$ cat src/rtl/branch_resolve_unit_pkg.sv
// Shared constants for the branch resolve unit: condition codes and the
// 2-bit saturating-counter states held in the pattern history table.
package branch_resolve_unit_pkg;

   localparam logic [2:0] COND_EQ     = 3'd0;
   localparam logic [2:0] COND_NE     = 3'd1;
   localparam logic [2:0] COND_GE     = 3'd2;
   localparam logic [2:0] COND_LE     = 3'd3;
   localparam logic [2:0] COND_GT     = 3'd4;
   localparam logic [2:0] COND_LT     = 3'd5;
   localparam logic [2:0] COND_CARRY  = 3'd6;
   localparam logic [2:0] COND_ALWAYS = 3'd7;

   localparam logic [1:0] PHT_SNT = 2'b00;
   localparam logic [1:0] PHT_WNT = 2'b01;
   localparam logic [1:0] PHT_WT  = 2'b10;
   localparam logic [1:0] PHT_ST  = 2'b11;

endpackage

$ cat src/rtl/branch_pht.sv
// Pattern history table: two asynchronous read ports (fetch lookup and EX
// read-modify-write) and one synchronous write port; resets every entry to WNT.
module branch_pht
   import branch_resolve_unit_pkg::*;
#(
   parameter int PHT_IDX_W = 4
) (
   input  logic                 clk_pi,
   input  logic                 reset_pi,
   input  logic [PHT_IDX_W-1:0] rd_a_idx_pi,
   output logic [1:0]           rd_a_data_po,
   input  logic [PHT_IDX_W-1:0] rd_b_idx_pi,
   output logic [1:0]           rd_b_data_po,
   input  logic                 wr_en_pi,
   input  logic [PHT_IDX_W-1:0] wr_idx_pi,
   input  logic [1:0]           wr_data_pi
);

   localparam int DEPTH = 1 << PHT_IDX_W;

   logic [1:0] pht_q [DEPTH];
   logic [1:0] pht_d [DEPTH];

   assign rd_a_data_po = pht_q[rd_a_idx_pi];
   assign rd_b_data_po = pht_q[rd_b_idx_pi];

   always_comb begin
      pht_d = pht_q;
      if (wr_en_pi) pht_d[wr_idx_pi] = wr_data_pi;
   end

   always_ff @(posedge clk_pi) begin
      if (reset_pi) begin
         for (int i = 0; i < DEPTH; i++) pht_q[i] <= PHT_WNT;
      end else begin
         pht_q <= pht_d;
      end
   end

endmodule

$ cat src/rtl/branch_resolve_unit.sv
// Resolves one conditional branch per cycle in EX, trains the PHT that fetch
// reads for prediction, and registers taken/mispredict/redirect plus a mispredict count.
module branch_resolve_unit
   import branch_resolve_unit_pkg::*;
#(
   parameter int DATA_W    = 16,
   parameter int PC_W      = 16,
   parameter int PHT_IDX_W = 4,
   parameter int CNT_W     = 16
) (
   input  logic              clk_pi,
   input  logic              reset_pi,
   input  logic [PC_W-1:0]   fetch_pc_pi,
   output logic              predict_taken_po,
   input  logic              br_valid_pi,
   input  logic [2:0]        br_cond_pi,
   input  logic              br_signed_pi,
   input  logic [PC_W-1:0]   br_pc_pi,
   input  logic [PC_W-1:0]   br_target_pi,
   input  logic              br_pred_taken_pi,
   input  logic [DATA_W-1:0] reg1_data_pi,
   input  logic [DATA_W-1:0] reg2_data_pi,
   input  logic              alu_carry_bit_pi,
   input  logic              stall_pi,
   output logic              is_branch_taken_po,
   output logic              mispredict_po,
   output logic [PC_W-1:0]   redirect_pc_po,
   output logic [CNT_W-1:0]  mispredict_cnt_po
);

   function automatic logic [1:0] pht_step(input logic [1:0] ctr, input logic taken);
      if (taken) return (ctr == PHT_ST) ? PHT_ST : ctr + 2'd1;
      return (ctr == PHT_SNT) ? PHT_SNT : ctr - 2'd1;
   endfunction

   function automatic logic [CNT_W-1:0] cnt_sat_inc(input logic [CNT_W-1:0] cnt);
      return (&cnt) ? cnt : cnt + CNT_W'(1);
   endfunction

   logic                   vld_p0;
   logic                   cond_true_p0;
   logic signed [DATA_W:0] op_a_p0;
   logic signed [DATA_W:0] op_b_p0;
   logic [1:0]             fetch_ctr;
   logic [1:0]             br_ctr_p0;
   logic                   unused_fetch_hi;

   logic              taken_p1_q,       taken_p1_d;
   logic              mispredict_p1_q,  mispredict_p1_d;
   logic [PC_W-1:0]   redirect_pc_p1_q, redirect_pc_p1_d;
   logic [CNT_W-1:0]  mis_cnt_q,        mis_cnt_d;

   assign vld_p0          = br_valid_pi & ~stall_pi;
   assign unused_fetch_hi = ^fetch_pc_pi[PC_W-1:PHT_IDX_W];

   // Stage p0: condition evaluation. One extra MSB (sign or zero) lets a single
   // signed compare serve both the signed and unsigned modes.
   always_comb begin
      op_a_p0 = {br_signed_pi & reg1_data_pi[DATA_W-1], reg1_data_pi};
      op_b_p0 = {br_signed_pi & reg2_data_pi[DATA_W-1], reg2_data_pi};
      cond_true_p0 = 1'b0;
      case (br_cond_pi)
         COND_EQ:     cond_true_p0 = (reg1_data_pi == reg2_data_pi);
         COND_NE:     cond_true_p0 = (reg1_data_pi != reg2_data_pi);
         COND_GE:     cond_true_p0 = (op_a_p0 >= op_b_p0);
         COND_LE:     cond_true_p0 = (op_a_p0 <= op_b_p0);
         COND_GT:     cond_true_p0 = (op_a_p0 >  op_b_p0);
         COND_LT:     cond_true_p0 = (op_a_p0 <  op_b_p0);
         COND_CARRY:  cond_true_p0 = alu_carry_bit_pi;
         COND_ALWAYS: cond_true_p0 = 1'b1;
      endcase
   end

   branch_pht #(
      .PHT_IDX_W (PHT_IDX_W)
   ) u_pht (
      .clk_pi       (clk_pi),
      .reset_pi     (reset_pi),
      .rd_a_idx_pi  (fetch_pc_pi[PHT_IDX_W-1:0]),
      .rd_a_data_po (fetch_ctr),
      .rd_b_idx_pi  (br_pc_pi[PHT_IDX_W-1:0]),
      .rd_b_data_po (br_ctr_p0),
      .wr_en_pi     (vld_p0),
      .wr_idx_pi    (br_pc_pi[PHT_IDX_W-1:0]),
      .wr_data_pi   (pht_step(br_ctr_p0, cond_true_p0))
   );

   assign predict_taken_po = fetch_ctr[1];

   always_comb begin
      taken_p1_d       = taken_p1_q;
      mispredict_p1_d  = mispredict_p1_q;
      redirect_pc_p1_d = redirect_pc_p1_q;
      mis_cnt_d        = mis_cnt_q;
      if (!stall_pi) begin
         taken_p1_d      = vld_p0 & cond_true_p0;
         mispredict_p1_d = vld_p0 & (cond_true_p0 != br_pred_taken_pi);
         if (vld_p0) begin
            redirect_pc_p1_d = cond_true_p0 ? br_target_pi : br_pc_pi + PC_W'(1);
            if (cond_true_p0 != br_pred_taken_pi) mis_cnt_d = cnt_sat_inc(mis_cnt_q);
         end
      end
   end

   // Stage p1: registered resolve outputs
   always_ff @(posedge clk_pi) begin
      if (reset_pi) begin
         taken_p1_q       <= 1'b0;
         mispredict_p1_q  <= 1'b0;
         redirect_pc_p1_q <= '0;
         mis_cnt_q        <= '0;
      end else begin
         taken_p1_q       <= taken_p1_d;
         mispredict_p1_q  <= mispredict_p1_d;
         redirect_pc_p1_q <= redirect_pc_p1_d;
         mis_cnt_q        <= mis_cnt_d;
      end
   end

   assign is_branch_taken_po = taken_p1_q;
   assign mispredict_po      = mispredict_p1_q;
   assign redirect_pc_po     = redirect_pc_p1_q;
   assign mispredict_cnt_po  = mis_cnt_q;

endmodule

$ cat config.mk
export PLATFORM = sky130hd
export DESIGN_NAME = branch_resolve_unit
export DESIGN_NICKNAME = d
export VERILOG_FILES = /design/src/rtl/branch_resolve_unit_pkg.sv /design/src/rtl/branch_pht.sv /design/src/rtl/branch_resolve_unit.sv
export SDC_FILE = /design/constraint.sdc
export NUM_CORES = 1
export LEC_CHECK = 0
export CAP_MARGIN = 10
export CELL_PAD_IN_SITES_DETAIL_PLACEMENT = 0
export CELL_PAD_IN_SITES_GLOBAL_PLACEMENT = 1
export CORE_MARGIN = 8
export CORE_UTILIZATION = 47
export DETAILED_ROUTE_END_ITERATION = 6
export DONT_BUFFER_PORTS = 1
export GPL_TIMING_DRIVEN = 0
export PLACE_DENSITY = 0.88
export RECOVER_POWER = 50
export SLEW_MARGIN = 40
export SYNTH_ARGS = -nofsm -noshare
export SYNTH_HDL_FRONTEND = slang
export SYNTH_SLANG_ARGS = --single-unit
$ cat constraint.sdc
create_clock -name clk_pi -period 3.4 [get_ports clk_pi]
set_input_delay 0.51 -clock clk_pi [delete_from_list [all_inputs] [get_ports clk_pi]]
set_output_delay 0.51 -clock clk_pi [all_outputs]
set_load 0.02 [all_outputs]
Yosys cells after proc, flatten, opt, wreduce, memory -nomap -nowiden
Index checks and enable logic that the tools add are counted.
{"block": "word_totals", "mem_bits_rw": 0, "wordCells": 73, "ff_bits": 66, "mem_count": 0, "output_inout_bits": 35, "inputBits": 90, "latch_bits": 0, "romBits": 0}
{"block": "classes", "mux": 16, "n_mul": 0, "shift": 0, "div_mod_pow": 0, "n_eq_ne": 11, "n_lt_le_gt_ge": 7, "reduce_logical": 6, "n_bitwise": 9, "add_sub_neg": 4}
{"op": "$add 16x1->16 const B", "count": 2}
{"op": "$bwmux 32", "count": 1}
{"op": "$mux 2", "count": 9}
{"op": "$ge 17x17->1", "count": 1}
{"op": "$gt 17x17->1", "count": 1}
{"op": "$le 17x17->1", "count": 1}
{"op": "$lt 17x17->1", "count": 1}
{"op": "$bmux 2 s4", "count": 2}
{"op": "$eq 16x16->1", "count": 1}
{"op": "$mux 16", "count": 1}
{"op": "$ne 16x16->1", "count": 1}
{"op": "$reduce_and 16->1", "count": 1}
{"op": "$eq 3x3->1 const B", "count": 4}
{"op": "$ge 5x5->1 const B", "count": 2}
{"op": "$not 4->5", "count": 2}
{"op": "$demux 2 s4", "count": 1}
{"op": "$pmux 1 s8", "count": 1}
{"op": "$eq 3x2->1 const B", "count": 2}
{"op": "$and 1x1->1", "count": 5}
{"op": "$lt 5x1->1 const B", "count": 1}
{"op": "$reduce_and 4->1", "count": 1}
{"op": "$eq 3x1->1 const B", "count": 1}
{"op": "$logic_not 3->1", "count": 1}
{"op": "$add 2x1->2 const B", "count": 1}
{"op": "other kinds (8)", "count": 9}

Longest topological paths before layout
Gate-level depths: netlist of run 1.
{"block": "depth", "depth_word": 9, "depth_mapped": 13, "ltp_nobuf": 11}

Modules after synthesis
From an unflattened synthesis of run 1, not the netlist that was laid out.
{"block": "hier_totals", "hier_cells": 512, "area_unflattened_um2": 4316.6}
{"mod": "branch_resolve_unit", "cells_each": 311, "seq_area_each_um2": 680.7, "instances": 1, "area_per_inst_um2": 2436.1}
{"mod": "branch_pht", "cells_each": 201, "seq_area_each_um2": 640.6, "instances": 1, "area_per_inst_um2": 1880.6}

Least setup slack after synthesis of run 1
No wires, ideal clock.
{"block": "synth_path", "path_type": "in2reg", "start": "input port reg2_data_pi[14]", "end": "register mis_cnt_q[1] (netlist: mispredict_cnt_po[1])", "n_path_buf": 2, "cell_stages": 13, "t_required_ns": 3.272, "arrival_time_ns": 2.942, "path_slack_ns": 0.330, "setup_time_ns": 0.128, "cell_sequence": "inv_1 ha_1 nand4_2 nor4_4 nand3_2 a222oi_1 o211a_2 o211ai_1 nor3_4 buf_4 buf_6 mux2i_1 nor2_1"}
{"block": "synth_via", "elab_chain_cells": 4, "word_cells_on_any_way": 9, "classes_between": "order compare: 4; eq/ne: 3; mux: 1; reduce/logical: 1"}
{"item": "from (decl)", "line_no": "branch_resolve_unit.sv:22", "source": "input logic [DATA_W-1:0] reg2_data_pi,"}
{"item": "$lt 17x17->1 (tied with other cells)", "line_no": "branch_resolve_unit.sv:68", "source": "COND_LT: cond_true_p0 = (op_a_p0 < op_b_p0);"}
{"item": "$pmux 1 s8 *", "line_no": "branch_resolve_unit.sv:62", "source": "case (br_cond_pi)"}
{"item": "$ne 1x1->1 *", "line_no": "branch_resolve_unit.sv:100", "source": "if (cond_true_p0 != br_pred_taken_pi) mis_cnt_d = cnt_sat_inc(mis_cnt_q);"}
{"item": "$reduce_and 4->1 (no source line) *"}
{"item": "to (signal assigned)", "line_no": "branch_resolve_unit.sv:116", "source": "mis_cnt_q <= mis_cnt_d;"}
{"item": "to (decl)", "line_no": "branch_resolve_unit.sv:51", "source": "logic [CNT_W-1:0] mis_cnt_q, mis_cnt_d;"}
Mark *: on every way between the ends. The rest lies on a longest branch, timed or not.
A chain may end at the register's enable or synchronous reset.

Final worst setup path of run 1
Same ends and word-level chain as after synthesis.

==> results.md, run 1 <==
- The run finished with clean final reports.
- The cell area after layout is 4490 sq um.
- Across every metal layer, demand over resource in global routing totals 0.184.
- The net switching power of the design is 499 uW.
- The ratio of routed vias to standard cells is 6.05.
- The achievable frequency is 0.316 GHz.
- The destination of the critical timing path is mispredict_cnt_po[1].
- The area added between synthesis and finish is 8.32%.
- By count the netlist is led by sky130_fd_sc_hd__dfxtp_1, sky130_fd_sc_hd__a21oi_1, sky130_fd_sc_hd__nand2_1.
- The cell chosen for the clock root is sky130_fd_sc_hd__clkbuf_8.
- The highest fanout seen on the critical path is 10.
- Of the cells placed in the final design, the portion with a size suffix greater than 1 is 0.101.
- Yosys attributes the largest share of cell area to sky130_fd_sc_hd__dfxtp_1, sky130_fd_sc_hd__mux4_2, sky130_fd_sc_hd__a21oi_1, sky130_fd_sc_hd__ha_1, sky130_fd_sc_hd__nand2_1.
- The number of remaining DRC errors is 0.
- The number of hold buffers added after CTS was 0.
- The startpoint of the most critical setup path is reg2_data_pi[14].
- The maximum number of pins on one net before global-route repair is 12.
- Fill cells in the final layout number 856.
- After technology mapping, the gate count stands at ~490.
- Setup repair after global routing left no endpoint under its margin.
- The share of total power dissipated in sequential elements is 0.471.
- The count of flip-flops with a built-in enable after synthesis is 0.
- The clock latency of the later-clocked register in the worst-skew pair is 0.35 ns.
- In this run the count of I/O pins placed on the die edge is 125.
- The switching power as a share of total power is 0.284.
- The worst hold slack after final layout is 0.308 ns.
- The number of CTS-inserted buffers is 9.
- The library cell with the highest instance count after synthesis is sky130_fd_sc_hd__dfxtp_1.
- The synthesized design contains 66 register bits.
- The setup-violating endpoint count in the final report is 0.
- After global routing the overflow that remains totals 0.
- The synthesized netlist occupies a cell area of 4150 sq um.
- The ratio of final minimum period to clock period is 0.931.
- For the worst setup path, the data arrival time is 3.40 ns.
- The die covers 12100 sq um.
- In this run the power density over the cells is 391 nW/um^2.
- At the end of the flow, the number of nets in the layout was 613.
- In this run the horizontal extent of the chip is ~110 um.
- The transition time of the tightest slew-check pin is 0.703 ns.
- The detailed-routing iteration count for the pre-antenna-repair pass is 4.
- The number of endpoints with negative hold slack in the final report was 0.
- The clock share of power is 0.383.
- The reg-to-reg critical path startpoint is mispredict_cnt_po[7].
- The synthesized netlist contains 58 unique library cells.
- For this run, the number of Yosys warnings is 0.
- The number of pins with negative max-slew slack in the final report is 0.
- The critical path is of the in2reg type.
- The maximum vdd ir drop is 152 uV.
- The number of cells on the critical path is 13.
- The number of nets in the synthesized netlist is 600.
- The HPWL after detailed placement is 8.85 mm.
- The number of global-route vias before repair is 3432.
- The dominant synthesized flop cell is sky130_fd_sc_hd__dfxtp_1.
- Of the post-synthesis cell area, the dominant cell type holds 0.318.
- CTS built an H-tree with a depth of 3.
- The die is 110 um tall.
- The largest area contributor in the netlist is sky130_fd_sc_hd__dfxtp_1.
- The largest delay contributor family on the critical path is simple AND/OR/NAND/NOR gates.
- The initialized floorplan defines 34 standard-cell rows.
- Walking the worst path, the cells encountered are inv_1 -> ha_1 -> nand4_2 -> nor4_4 -> nand3_2 -> a222oi_1 -> o211a_2 -> o211ai_1 -> nor3_4 -> buf_4 -> buf_6 -> mux2i_1 -> nor2_1.
- The worst setup path is launched from a primary input.
- The internal power summed over all cells is approximately 1.3 mW.
- TritonCTS built the clock tree.
- The tightest slew margin relative to the limit is 0.531.
- The peak per-stage delay on the critical path is 0.44 ns.
- Clock skew on the completed layout was measured at 0.0129 ns.
- The critical path contains buffers and inverters numbering 3 combined.
- The number of input and output port buffers inserted is 0.
- The total clock sinks is 66.
- The total wire length is 11.3 mm.
- In this run the cell area measured after placement is ~4300 sq um.
- Counting along the longest clock path gives a buffer depth of 2.
- The standard cell core area is 8640 sq um.
- Once detail routing completed, the nets flagged for antenna violations numbered 0.
- The number of antenna cells inserted is 0.
- In the final layout, flip-flops and latches occupy 1320 sq um.
- The share of total power dissipated in combinational logic is 0.146.
- At the worst endpoint, the required time is 3.63 ns.
- A synthesized cell averages roughly 8.5 sq um.
- The number of maximum-capacitance constraint violations is 0.
- Subtracting the final worst setup slack from the clock period gives between 3 and 4 ns.
- The mean routed wirelength per cell is 18.4 um.
- The clock-pin slew reported for the worst setup and hold paths after clock tree synthesis is 0.08 ns.
- The worst reg2reg path endpoint is mispredict_cnt_po[1].
- The static leakage is 1.60 nW.
- The violation count after the first detailed-routing iteration is 287.
- The final route contains 3722 vias.
- The final weighted congestion of routability-driven global placement is 0.889.
- The multi-input combinational cells in the finished layout cover a total of 2630 sq um.
- The initial cell density of the core is 0.480.
- In this run the register-to-register setup slack is between 0.5 and 0.6 ns.
- The total chip power is 1.76 mW.
- After synthesis, the share of flip-flops with an asynchronous set or reset is 0.
- Among all stages on the critical path, the largest delay is contributed by sky130_fd_sc_hd__nor4_4.
- The initial antenna violation count came to 0.
- STA classifies the critical path endpoint as a flop.
- Measured in cells, the most critical reg-to-reg path has a length of 11.
- The first-pass GRT wire length is 17.5 mm.
- The share of the yosys chip area belonging to registers is 0.318.
- The class of the tightest hold or removal check is in2reg.
## layout by cell type, fill, tap and decap left out, types with 2 or more instances in the layout
master | Yosys | layout
sky130_fd_sc_hd__buf_2 | 2 | 2
sky130_fd_sc_hd__ha_1 | 21 | 21
sky130_fd_sc_hd__mux4_2 | 15 | 15
sky130_fd_sc_hd__nor2_1 | 16 | 16
sky130_fd_sc_hd__and3_1 | 10 | 10
sky130_fd_sc_hd__clkbuf_2 | 0 | 2
sky130_fd_sc_hd__a211oi_1 | 2 | 2
sky130_fd_sc_hd__mux2i_1 | 13 | 13
sky130_fd_sc_hd__nand2_1 | 53 | 53
sky130_fd_sc_hd__o31ai_1 | 5 | 5
sky130_fd_sc_hd__o211a_1 | 2 | 2
sky130_fd_sc_hd__nand3b_1 | 15 | 15
sky130_fd_sc_hd__nor2b_1 | 3 | 3
sky130_fd_sc_hd__nand4_1 | 5 | 5
sky130_fd_sc_hd__o21ai_1 | 15 | 15
sky130_fd_sc_hd__dfxtp_1 | 66 | 66
sky130_fd_sc_hd__or3_1 | 25 | 25
sky130_fd_sc_hd__buf_4 | 2 | 3
sky130_fd_sc_hd__clkbuf_8 | 0 | 10
sky130_fd_sc_hd__nand2b_1 | 4 | 4
sky130_fd_sc_hd__nand3_1 | 21 | 21
sky130_fd_sc_hd__nor3b_1 | 3 | 3
sky130_fd_sc_hd__a21oi_1 | 62 | 62
sky130_fd_sc_hd__and2_1 | 5 | 5
sky130_fd_sc_hd__xnor2_1 | 14 | 14
sky130_fd_sc_hd__o21ai_0 | 29 | 29
sky130_fd_sc_hd__nor3_1 | 5 | 5
sky130_fd_sc_hd__or4_1 | 4 | 4
sky130_fd_sc_hd__clkbuf_1 | 17 | 18
sky130_fd_sc_hd__xor2_1 | 2 | 2
sky130_fd_sc_hd__inv_1 | 24 | 24
## worst min-delay path by stage
stage | start | end | slack [ns] | cells past startpoint
floorplan | u_pht.pht_q[26] | u_pht.pht_q[26] | 0.43 | 2
global placement | u_pht.pht_q[24] | u_pht.pht_q[24] | 0.44 | 2
detailed placement | u_pht.pht_q[30] | u_pht.pht_q[30] | 0.46 | 2
CTS | stall_pi | is_branch_taken_po | 0.29 | 2
global route | stall_pi | is_branch_taken_po | 0.30 | 2
finish | stall_pi | is_branch_taken_po | 0.31 | 2
## worst register-to-register path, delay by kind of cell (launching register included)
family                 cells  cell delay, ns
and+or+nand+nor            7            1.46
DFF                        1            0.54
buffers and inverters      2            0.39
muxes                      1            0.18
AOI/OAI and AO/OA          1            0.13
## state kept, by name, indices dropped and copies added (netlist names)
register / count
is_branch_taken_po: 1
mispredict_po: 1
mispredict_cnt_po: 16
u_pht.pht_q: 32
redirect_pc_po: 16
## per-layer routing
metal  vias to the layer above  GRT usage  wire length [um]
li1                       1807          -                 -
met1                      1793      0.225              4740
met2                       109      0.300              5480
met3                        13     0.0598               975
met4                         0     0.0617               121
met5                         -          0                 0
## area by class of cell
class,count,area share
Tap cell,108,0.0301
Multi-Input combinational cell,376,0.586
Buffer,23,0.0228
Sequential cell,66,0.294
Timing Repair Buffer,2,0.00334
Inverter,24,0.0200
Clock inverter,4,0.0114
Clock buffer,12,0.0323
## kinds of logic (layout without fill, tap and decap cells)
family                     Yosys count  in the layout  synth area share
and+or+nand+nor                    178            178             0.236
AOI/OAI and AO/OA                  131            131             0.184
DFF                                 66             66             0.318
buffers and inverters               47             65            0.0467
muxes                               29             29             0.115
adders and majority gates           22             22            0.0660
xor gates and xnor gates            16             16            0.0338
## power groups by stage
stage	Combinational [mW]	Clock [mW]	Sequential, mW
2_1_floorplan	0.200	0	0.839
3_3_place_gp	0.247	0	0.845
3_5_place_dp	0.254	0	0.846
4_1_cts	0.255	0.684	0.828
5_1_grt	0.286	0.727	0.830
6_report	0.257	0.672	0.827
## per-stage QoR
stage,utilization,setup TNS (ns),setup slack (ns),std cells
after detailed placement,0.496,-3.06,-0.203,597
after CTS,0.519,0,0.172,613
after floorplan,-,0,0.330,489
after global placement,0.496,-1.26,-0.118,597
final,0.520,0,0.234,615
after global routing,0.520,0,0.00385,615
## what timing repair did
item / CTS / global route
resized for setup: 0 / 2
buffers inserted: 0 / 2
setup endpoints to repair: 0 / 11
Note: power is estimated with default switching activity, not from simulation.
==> run 2, diff against run 1 <==
--- a/config.mk
+++ b/config.mk
@@ -9,11 +9,11 @@
 export CELL_PAD_IN_SITES_DETAIL_PLACEMENT = 0
 export CELL_PAD_IN_SITES_GLOBAL_PLACEMENT = 1
 export CORE_MARGIN = 8
-export CORE_UTILIZATION = 47
+export CORE_UTILIZATION = 42
 export DETAILED_ROUTE_END_ITERATION = 6
 export DONT_BUFFER_PORTS = 1
 export GPL_TIMING_DRIVEN = 0
-export PLACE_DENSITY = 0.88
+export PLACE_DENSITY = 0.84
 export RECOVER_POWER = 50
 export SLEW_MARGIN = 40
 export SYNTH_ARGS = -nofsm -noshare
==> constraint.sdc (replaced) <==
create_clock -name clk_pi -period 2.58 [get_ports clk_pi]
set_input_delay 0.387 -clock clk_pi [delete_from_list [all_inputs] [get_ports clk_pi]]
set_output_delay 0.387 -clock clk_pi [all_outputs]
set_load 0.02 [all_outputs]
==> run 2 against run 1 <==
  * Clock power is 42% higher
  * Critical path type unchanged
  * The flow now finishes with violations (setup timing)
  * Wire length is 10% higher
  * Core utilization is 2.1 points higher
  * Largest cell class unchanged
  * Largest power group unchanged
==> results.md, run 2 (synthesized netlist as in run 1, its figures left out) <==
- The final weighted congestion of routability-driven global placement came to 0.863 (-2.8%).
- The final total negative setup slack was -0.610 ns (-0.610 ns).
- Of the available clock period, the critical path in the final layout requires 1.03.
- The aggregate global routing overflow is 0 (unchanged).
- The library cell used most frequently in the layout, excluding fill and tap cells, is sky130_fd_sc_hd__dfxtp_1.
- The number of antenna cells inserted was 0 (unchanged).
- The detailed-placement wirelength estimate is 9.28 mm (+4.8%).
- Setup repair after global routing could not meet its margin everywhere.
- STA classifies the critical path startpoint as a primary input.
- The min-delay analysis places its worst path in the category in2reg.
- The start-to-end type of the worst setup path is in2reg.
- The maximum vdd ir drop is 251 uV (+65%).
- The fraction of layout instances using a drive strength above 1 is 0.274 (+0.173).
- The required time of the critical path is 2.84 ns (-0.79 ns).
- The flip-flop count of the largest register after layout is 32 (unchanged).
- The run finished, with violations left.
- The critical path data arrival time came to 2.91 ns (-0.49 ns).
- Ranked by flip-flop count, first place goes to u_pht.pht_q.
- The overall die area is 13300 sq um (+10%).
- STA classifies the critical path endpoint as a flop.
- The start point of the worst hold path is stall_pi.
- The clock latency of the later-clocked register in the worst-skew pair came to 0.34 ns (about the same).
- The number of CTS-inserted buffers came to 9 (unchanged).
- The worst reg2reg path endpoint is mispredict_cnt_po[15].
- The non-filler instance count after layout is 659 (+7.2%).
- The worst-case setup margin in the final layout was -0.0739 ns (-0.308 ns).
- The number of input and output port buffers inserted is 0 (unchanged).
- The static leakage came to 1.80 nW (+12%).
- In the layout the commonest cells are sky130_fd_sc_hd__dfxtp_1, sky130_fd_sc_hd__nand2_1, sky130_fd_sc_hd__a21oi_1, sky130_fd_sc_hd__nand3_1, sky130_fd_sc_hd__o21ai_0.
- The power density over the cells is 484 nW/um^2 (+24%).
- The final period demand of the worst path is 2.65 ns.
- The first-pass GRT wire length is 19.4 mm (+11%).
- The number of cells traversed by the worst register-to-register path is 10 (-1).
- The cell chosen for the clock root is sky130_fd_sc_hd__clkbuf_8.
- The total via count in the routed design was 3830 (+2.9%).
- The number of maximum-capacitance constraint violations is 0 (unchanged).
- The ratio of routed vias to standard cells came to 5.81 (-4.0%).
- The highest fanout seen on the critical path is 7 (-3).
- The clock-pin slew reported for the worst setup and hold paths after clock tree synthesis is 0.07 ns (about the same).
- The total chip power was 2.54 mW (+44%).
- The floorplan die width was 115 um (+4.9%).
- The number of H-tree branching levels is 3 (unchanged).
- The standard cell core area is 9680 sq um (+12%).
- The number of endpoints with negative hold slack in the final report is 0 (unchanged).
- The number of remaining DRC errors is 0 (unchanged).
- The overall routing resource usage came to 0.183 (-0.00198).
- The worst hold slack after final layout came to 0.204 ns (-0.104 ns).
- The maximum number of pins on one net before global-route repair is 12 (unchanged).
- The violation count after the first detailed-routing iteration is 230 (-20%).
- The reg-to-reg critical path startpoint is mispredict_cnt_po[6].
- The total clock sinks is 66 (unchanged).
- The detailed-routing iteration count for the pre-antenna-repair pass was 4 (unchanged).
- The tightest slew margin relative to the limit came to 0.528 (-0.00309).
- The worst hold path endpoint is is_branch_taken_po.
- The mean routed wirelength per cell is 18.9 um (+2.8%).
- The achievable frequency is 0.377 GHz.
- The initial cell density of the core came to 0.428 (-0.0520).
- The total wire length is 12.5 mm (+10%).
- The CTS tree is built.
- The boundary pin count came to 125 (unchanged).
- The transition time of the tightest slew-check pin is 0.709 ns (+0.00600 ns).
- The setup slack of the worst register-to-register path was -0.05 ns (-0.63 ns).
- The placement row count is 36 (+5.9%).
- The number of cells after detailed placement came to 622 (+4.2%).
- The initial antenna violation count is 0 (unchanged).
- The checks that failed: setup timing.
- From synthesis to final layout, the design area changed by 26.4%.
- The number of pins with negative max-slew slack in the final report came to 0 (unchanged).
- The number of global-route vias before repair was 3851 (+12%).
- The layout net count was 633 (+3.3%).
- The worst hold path cell count is 2 (unchanged).
- The buffer depth of the longest clock path is 2 (unchanged).
- The remaining number of nets flagged by the antenna check after routing is 0 (unchanged).
- The vertical extent of the die is 115 um (+4.9%).
- The largest clock skew in the final design is 0.0132 ns (+0.000284 ns).
- The worst setup slack before clock tree synthesis is -0.752 ns (-0.549 ns).
- The setup-violating endpoint count in the final report came to 16 (+16).
run 2: through the flow:
stage / instance area (sq um) / util
3_5_place_dp: 4450 / 0.459
3_3_place_gp: 4450 / 0.459
5_1_grt: 5240 / 0.541
2_1_floorplan: 4280 / -
6_report: 5240 / 0.541
4_1_cts: 4910 / 0.507
run 2: critical path: stages:
cell and delay, ns:
sky130_fd_sc_hd__inv_1 0.02, sky130_fd_sc_hd__ha_1 0.28, sky130_fd_sc_hd__a21o_1 0.18, sky130_fd_sc_hd__a21oi_2 0.19
sky130_fd_sc_hd__a21boi_4 0.08, sky130_fd_sc_hd__nand4b_1 0.20, sky130_fd_sc_hd__o211a_2 0.34, sky130_fd_sc_hd__buf_6 0.13
sky130_fd_sc_hd__o211ai_1 0.26, sky130_fd_sc_hd__nor3_4 0.09, sky130_fd_sc_hd__buf_6 0.15, sky130_fd_sc_hd__or4_1 0.46
sky130_fd_sc_hd__a21oi_1 0.14
run 2: area by class of cell:
type | count | area [sq um]
Fill cell | 873 | 4440
Multi-Input combinational cell | 376 | 3050
Sequential cell | 66 | 1320
Timing Repair Buffer | 22 | 213
Tap cell | 133 | 166
Buffer | 23 | 141
Clock buffer | 10 | 138
Inverter | 24 | 135
Clock inverter | 5 | 78.8
run 2: repair_timing:
item                       in CTS  in global routing
setup endpoints to repair      53                 65
gates cloned                    1                  2
hold buffers                    0                  0
resized for setup              33                 74
buffers inserted               12                  8
pin swaps                      44                 35
run 2: worst max-delay path by stage:
stage / from / slack (ns) / to
final: reg2_data_pi[3] / -0.07 / mispredict_cnt_po[13]
after global routing: reg2_data_pi[9] / -0.21 / mispredict_cnt_po[1]
after CTS: reg2_data_pi[14] / -0.15 / mispredict_cnt_po[1]
after detailed placement: reg2_data_pi[15] / -0.75 / mispredict_cnt_po[1]
after global placement: reg2_data_pi[15] / -0.71 / mispredict_cnt_po[1]
after floorplan: reg2_data_pi[11] / -0.27 / mispredict_cnt_po[1]
run 2: per-layer routing:
| layer | routed length (um) | track usage | up-vias |
|---|---|---|---|
| met3 | 836 | 0.0494 | 13 |
| met4 | 126 | 0.0525 | 0 |
| li1 | - | - | 1870 |
| met5 | 0 | 0 | - |
| met2 | 6430 | 0.312 | 107 |
| met1 | 5070 | 0.219 | 1840 |
run 2: report_power, final:
group / internal [mW] / switching, mW / total [mW]
Sequential: 1.04 / 0.0483 / 1.09
Clock: 0.564 / 0.393 / 0.957
Combinational: 0.237 / 0.248 / 0.485
Total: 1.85 / 0.690 / 2.54
